**config.mk**
```make
export PLATFORM = sky130hd
export DESIGN_NAME = reg_file
export DESIGN_NICKNAME = d
export VERILOG_FILES = /design/src/rtl/reg_file.sv
export SDC_FILE = /design/constraint.sdc
export NUM_CORES = 2
export LEC_CHECK = 0
export BUFFER_PORTS_ARGS = -buffer_cell sky130_fd_sc_hd__buf_2
export CORE_UTILIZATION = 30
export DETAILED_ROUTE_END_ITERATION = 6
export GPL_TIMING_DRIVEN = 0
export PLACE_DENSITY_LB_ADDON = 0.1
export SKIP_LAST_GASP = 1
export SLEW_MARGIN = 25
export SYNTH_ARGS = -nofsm -noshare
export SYNTH_HDL_FRONTEND = slang
export SYNTH_SLANG_ARGS = --single-unit
```
**constraint.sdc**
```tcl
create_clock -name clk -period 5.25 [get_ports clk]
set_clock_uncertainty 0.05 [all_clocks]
set_input_delay 0.525 -clock clk [delete_from_list [all_inputs] [get_ports clk]]
set_output_delay 0.525 -clock clk [all_outputs]
set_load 0.02 [all_outputs]
```
**src/rtl/reg_file.sv**
```systemverilog
`default_nettype none
// ============================================================================
// Module      : reg_file
// Description : RISC-V architectural register file: two combinational read
//               ports, one write port, hardwired-zero x0, sticky ALU flags.
//               Optional macro REGFILE_BYPASS_EN adds same-cycle write-through.
// Revision    : 1.0 - initial release
// ============================================================================
module reg_file #(
    parameter int DATA_WIDTH = 32,
    parameter int ADDR_WIDTH = 5
) (
    input  logic                  clk,
    input  logic                  rst,
    input  logic [ADDR_WIDTH-1:0] rs1_addr,
    input  logic [ADDR_WIDTH-1:0] rs2_addr,
    output logic [DATA_WIDTH-1:0] rs1_data,
    output logic [DATA_WIDTH-1:0] rs2_data,
    input  logic                  reg_write,
    input  logic [ADDR_WIDTH-1:0] rd_addr,
    input  logic [DATA_WIDTH-1:0] rd_data,
    input  logic                  flag_capture,
    input  logic                  flag_clear,
    input  logic                  alu_carry,
    input  logic                  alu_overflow,
    input  logic                  alu_zero,
    output logic                  sticky_carry,
    output logic                  sticky_overflow,
    output logic                  last_zero
);

    localparam int C_NUM_REGS = 2 ** ADDR_WIDTH;

    logic [DATA_WIDTH-1:0] regs_q [C_NUM_REGS];
    logic [DATA_WIDTH-1:0] regs_d [C_NUM_REGS];
    logic                  sticky_carry_q, sticky_carry_d;
    logic                  sticky_overflow_q, sticky_overflow_d;
    logic                  last_zero_q, last_zero_d;
    logic                  wr_en;

    assign wr_en = reg_write && (rd_addr != '0);

    always_comb begin
        for (int i = 0; i < C_NUM_REGS; i++) begin
            regs_d[i] = regs_q[i];
        end
        if (wr_en) begin
            regs_d[rd_addr] = rd_data;
        end
        if (rst) begin
            for (int i = 0; i < C_NUM_REGS; i++) begin
                regs_d[i] = '0;
            end
        end
    end

    // Clear is applied before capture so a combined request starts from zero.
    always_comb begin
        sticky_carry_d    = sticky_carry_q;
        sticky_overflow_d = sticky_overflow_q;
        last_zero_d       = last_zero_q;
        if (flag_clear) begin
            sticky_carry_d    = 1'b0;
            sticky_overflow_d = 1'b0;
            last_zero_d       = 1'b0;
        end
        if (flag_capture) begin
            sticky_carry_d    = sticky_carry_d | alu_carry;
            sticky_overflow_d = sticky_overflow_d | alu_overflow;
            last_zero_d       = alu_zero;
        end
        if (rst) begin
            sticky_carry_d    = 1'b0;
            sticky_overflow_d = 1'b0;
            last_zero_d       = 1'b0;
        end
    end

    always_ff @(posedge clk) begin
        for (int i = 0; i < C_NUM_REGS; i++) begin
            regs_q[i] <= regs_d[i];
        end
        sticky_carry_q    <= sticky_carry_d;
        sticky_overflow_q <= sticky_overflow_d;
        last_zero_q       <= last_zero_d;
    end

    always_comb begin
        rs1_data = (rs1_addr == '0) ? '0 : regs_q[rs1_addr];
        rs2_data = (rs2_addr == '0) ? '0 : regs_q[rs2_addr];
`ifdef REGFILE_BYPASS_EN
        // Write-through is suppressed during reset so reads see stored state.
        if (!rst && wr_en && (rd_addr == rs1_addr)) begin
            rs1_data = rd_data;
        end
        if (!rst && wr_en && (rd_addr == rs2_addr)) begin
            rs2_data = rd_data;
        end
`endif
    end

    assign sticky_carry    = sticky_carry_q;
    assign sticky_overflow = sticky_overflow_q;
    assign last_zero       = last_zero_q;

endmodule
`default_nettype wire

```
# Word-level counts from Yosys, hierarchy flattened
# Memories as Yosys holds them, arrays and structs flattened.
# Index checks and enable logic that the tools add are counted.
# totals
out_inout_bits	67
elab_cells	28
latchBits	0
inputBits	55
regBits	3
ramBits	1024
rom_bits	0
mem_count	1
# mem_list
name	words	width	rd	rd_ports_with_merged_regs	write_ports	line_no	rtl
regs_q	32	32	34	0	32	34	logic [DATA_WIDTH-1:0] regs_q [C_NUM_REGS];
# classes
n_eq_ne	0
bitwise	3
reduce_logical	6
n_shift	0
div_mod_pow	0
order_cmp	2
multipliers	0
add_sub_neg	0
n_mux	13
# op_table
op	count
$mux 1024	2
$bwmux 1024	1
$demux 32 s5	1
$mux 32	3
$logic_not 5->1	2
$ge 6x6->1 const B	1
$lt 6x1->1 const B	1
$mux 1	6
$not 5->6	1
$reduce_bool 5->1	1
$logic_and 1x1->1	2
$or 1x1->1	2
$reduce_bool 2->1	1

# Logic depth before layout (Yosys ltp)
# depth
depth_word	8
depth_mapped	9
depth_no_buf	4

# Worst setup path after synthesis
# OpenSTA, ideal clock, no wires.
# synth_timing
path_type	input port to output port
from	input port rs2_addr[1]
to	output port rs2_data[11]
path_buffers	5
path_stages	8
t_arrival_ns	2.366
slack_ns	2.309
t_required_ns	4.675
cell_sequence	buf_4 > buf_6 > buf_6 > or3_1 > clkbuf_1 > clkbuf_1 > a31oi_1 > nor4_1
# synth_between
elab_chain_cells	2
elab_cells_between_ends	3
classes_between	mux: 1; reduce/logical: 1; memory: 1
# synth_lines
item	line_no	rtl
start: declaration	16	input logic [ADDR_WIDTH-1:0] rs2_addr,
$mem_v2 32x32 or $logic_not 5->1 (tied branches)	n/a	
$mux 32 (*)	90	rs2_data = (rs2_addr == '0) ? '0 : regs_q[rs2_addr];
end: declaration	18	output logic [DATA_WIDTH-1:0] rs2_data,
# Every way passes the cells marked *; elsewhere a longest branch is shown, timed or not.

# Worst setup path in the final report
# layout_timing
from	input port rs1_addr[3]
to	output port rs1_data[17]
# layout_between
elab_chain_cells	2
elab_cells_between_ends	3
classes_between	mux: 1; reduce/logical: 1; memory: 1
# layout_lines
item	line_no	rtl
start: declaration	15	input logic [ADDR_WIDTH-1:0] rs1_addr,
$mem_v2 32x32 or $logic_not 5->1 (tied branches)	n/a	
$mux 32 (*)	89	rs1_data = (rs1_addr == '0) ? '0 : regs_q[rs1_addr];
end: declaration	17	output logic [DATA_WIDTH-1:0] rs1_data,
# Marked as above.

==> impl_metrics.yaml <==
status:
  outcome: "finished with violations"
  violations: "setup timing"
drt:
  drt_iter0_markers: 6268
  detail_route.first_pass.iterations: 6
  vias_per_cell: 5.79
  wl_per_cell_um: 34.4
  num_vias: 49500
  wl_met3_mm: 26.0
  ant_nets: 0
  routed_wl_mm: 294
  m1WireLength_mm: 115
  dr_wl_met2_mm: 132
  drc: 0
  top_layer: "met5"
min_path:
  min-delay-start: "rd_data[5]"
  worstHoldEndpoint: "regs_q[1][5]"
  hold_depth: 3
  min_path_type: "input pin to register"
cells_and_area:
  nets: 6268
  drive_gt1_share_pct: 14.2
  postLayoutCoreUtil_pct: 35.1
  final_area_um2: 59600
  areaGrowthSynthToFinish_pct: 15.6
floorplan:
  coreArea_um2: 170000
  die_w_um: 416
  pin_count: 122
  dieArea_um2: 173000
  die_y_um: 416
  initial_core_util_pct: 30.3
  row_count: 151
timing:
  worst-slew-pin-transition_ns: 1.33
  setup_viol: 8
  fmax_mhz: 187
  hold_viol_final: 0
  post-route-min-period_ns: 5.34
  relSlewSlack_pct: 11.2
  final-max-slew-violation-count: 0
  final.period_utilization_pct: 102
  rsz0062_at_grt: "no"
  setup_ws_ns: -0.0924
  fin_hold_ws_ns: 0.0472
synth:
  synthMuxAreaShare_pct: 22.6
  synthFlopType: "dfxtp_1"
  synth.distinct_cells: 41
  synth_xor_area_share_pct: 0
  yosys_warnings: 0
  syn_avg_cell_area_um2: 8.66
  synth_seq_area_share_pct: 39.9
  synth_top_area_cell: "dfxtp_1"
  synthAdderAreaFrac_pct: 0
  synth_area_leaders: "dfxtp_1, mux4_2, nand2_1, a21oi_1, mux2i_1"
  synth_edf_count: 0
  synth_simple_gate_area_share_pct: 17.1
  ys_ff_latch: 1027
  synth_top_area_share_pct: 39.9
  async_flop_share_pct: 0
  synth_top_family_by_area: "multiplexers"
  synth_fp_nets: 6004
  synthCells: 5949
  netlist_area_um2: 51500
  synth-compound-area-share_pct: 15.2
grt:
  grt-ovfl-total: 0
  grt_usage_pct: 33.0
  grt_pass1_wl_mm: 394
  antenna_found_initial: 13
  grt_max_degree: 17
  grt_pass1_vias: 46700
power:
  comb_power_share_pct: 10.6
  worst_ir_drop_vdd_uv: 267
  p_int_w: 0.0137
  pwr-share-clk_pct: 48.4
  p_leak_nw: 19.5
  power_density_nw_per_um2: 323
  netSwitchingFraction_pct: 28.7
  p_seq_share_pct: 41.0
  p_sw_w: 0.00553
clock_network:
  clkTransAtPathRegs_ns: 0.05
  htreeDepth: 4
  cts_max_path_buffers: 3
  numCtsBuffers: 131
  clock_latency_ns: 0.78
  cts_tree: "built"
  root_buffer: "clkbuf_16"
  cts_sinks: 1027
flow_run:
  maxCapViolCount: 0
worst_setup_path:
  cp-end-kind: "output port"
  worstReg2RegEnd: "last_zero"
  rr_worst_depth: 4
  cp-start-kind: "input pin"
  crit_arrival_ns: 4.77
  crit_type: "input pin to output port"
  worstPathMaxFanout: 10
  required_ns: 4.68
  r2r_start: "last_zero"
  regToRegSetupSlack_ns: 3.94
placed_design:
  port_buffers: 114
  placed_cell_area_um2: 55200
  place.gp.congestion: 0.997
  dpl.hpwl_mm: 222
[synthesized netlist by cell type (all sizes together), types with 46 or more instances]
cell type     n
clkbuf      471
o22ai        46
a21oi      1026
mux2i       314
nor2b        70
a22oi        96
mux4        370
nor3         48
nand2      2018
a22o         62
a211oi       63
dfxtp      1027
buf         143
[routing by layer]
layer | up-vias | track usage (%)
met5 | - | 0
met4 | 10 | 20.3
met3 | 684 | 7.86
met2 | 2603 | 51.8
met1 | 24800 | 40.9
li1 | 21400 | -
[worst max path at each step]
stage	start	end	slack, ns
6_report	rs1_addr[3]	rs1_data[17]	-0.09
5_1_grt	rs2_addr[2]	rs2_data[19]	0.09
4_1_cts	rs1_addr[3]	rs1_data[13]	0.14
3_5_place_dp	rs2_addr[2]	rs2_data[18]	-0.26
3_3_place_gp	rs1_addr[1]	rs1_data[15]	-1.12
2_1_floorplan	rs2_addr[1]	rs2_data[11]	2.31
[through the flow]
step | instances | setup TNS [ns] | power (W) | setup WS (ns)
after global routing | 8537 | 0 | 0.0196 | 0.0947
after global placement | 8281 | -14.46 | 0.0100 | -1.12
final | 8540 | -0.383 | 0.0192 | -0.0924
after CTS | 8535 | 0 | 0.0192 | 0.144
after floorplan | 5949 | 0 | 0.00900 | 2.31
after detailed placement | 8289 | -0.559 | 0.0100 | -0.263
[layout make-up]
cell class	instances	area, µm²
antenna	5	12.5
buffer	614	2720
clock buffer	201	3920
clock inverter	36	382
fill	17600	110000
inverter	3	11.3
multi-input combinational	4305	28400
sequential	1027	20600
tap	2218	2780
timing repair buffer	131	796
[power groups by stage]
stage	logic [W]	clock network, W	registers [W]
floorplan	0.000949	0	0.00805
global route	0.00203	0.00967	0.00790
detailed placement	0.00196	0	0.00807
finish	0.00203	0.00931	0.00790
global placement	0.00194	0	0.00807
CTS	0.00197	0.00937	0.00790
[logic make-up (layout without fill, tap and decap cells)]
| kind of cell | after synthesis | count (layout) |
|---|---|---|
| buf+inv | 617 | 985 |
| simple gates | 2230 | 2230 |
| mux | 701 | 701 |
| other cells | 0 | 5 |
| flops | 1027 | 1027 |
| compound gates | 1374 | 1374 |
[worst max-delay path: stages]
cell and delay [ns]:
buf_2 0.18, clkbuf_1 0.61, and2_1 0.22, clkbuf_1 0.52
clkbuf_1 0.99, a22o_1 0.31, a2111oi_1 0.13, nor3_1 0.94
buf_2 0.31
[timing repair]
item,in CTS,in global routing
endpoints found under the hold margin,6,0
hold buffers,9,0
resized for setup,2,0
setup buffers,0,0
setup endpoints to repair,7,0
[layout by cell type (no fill, tap or decap), types with 20 or more instances in the layout]
cell type     n
a22oi_1      96
nor2b_1      70
clkbuf_1    477
a211oi_1     60
buf_4        37
o22ai_1      46
a22o_1       62
nor2_1       32
a2111oi_1    20
o221ai_1     31
clkbuf_2     30
mux2i_1     314
clkbuf_16   134
buf_2       192
a21oi_1    1026
nand2_1    2018
dfxtp_1    1027
buf_6        23
mux4_2      370
nor3_1       47
clkbuf_8     31
[state kept, by name, indices dropped and copies added, names as in the netlist]
signal and cells:
regs_q 1024, sticky_overflow 1, last_zero 1, sticky_carry 1
Power figures use the tool's default switching activity.
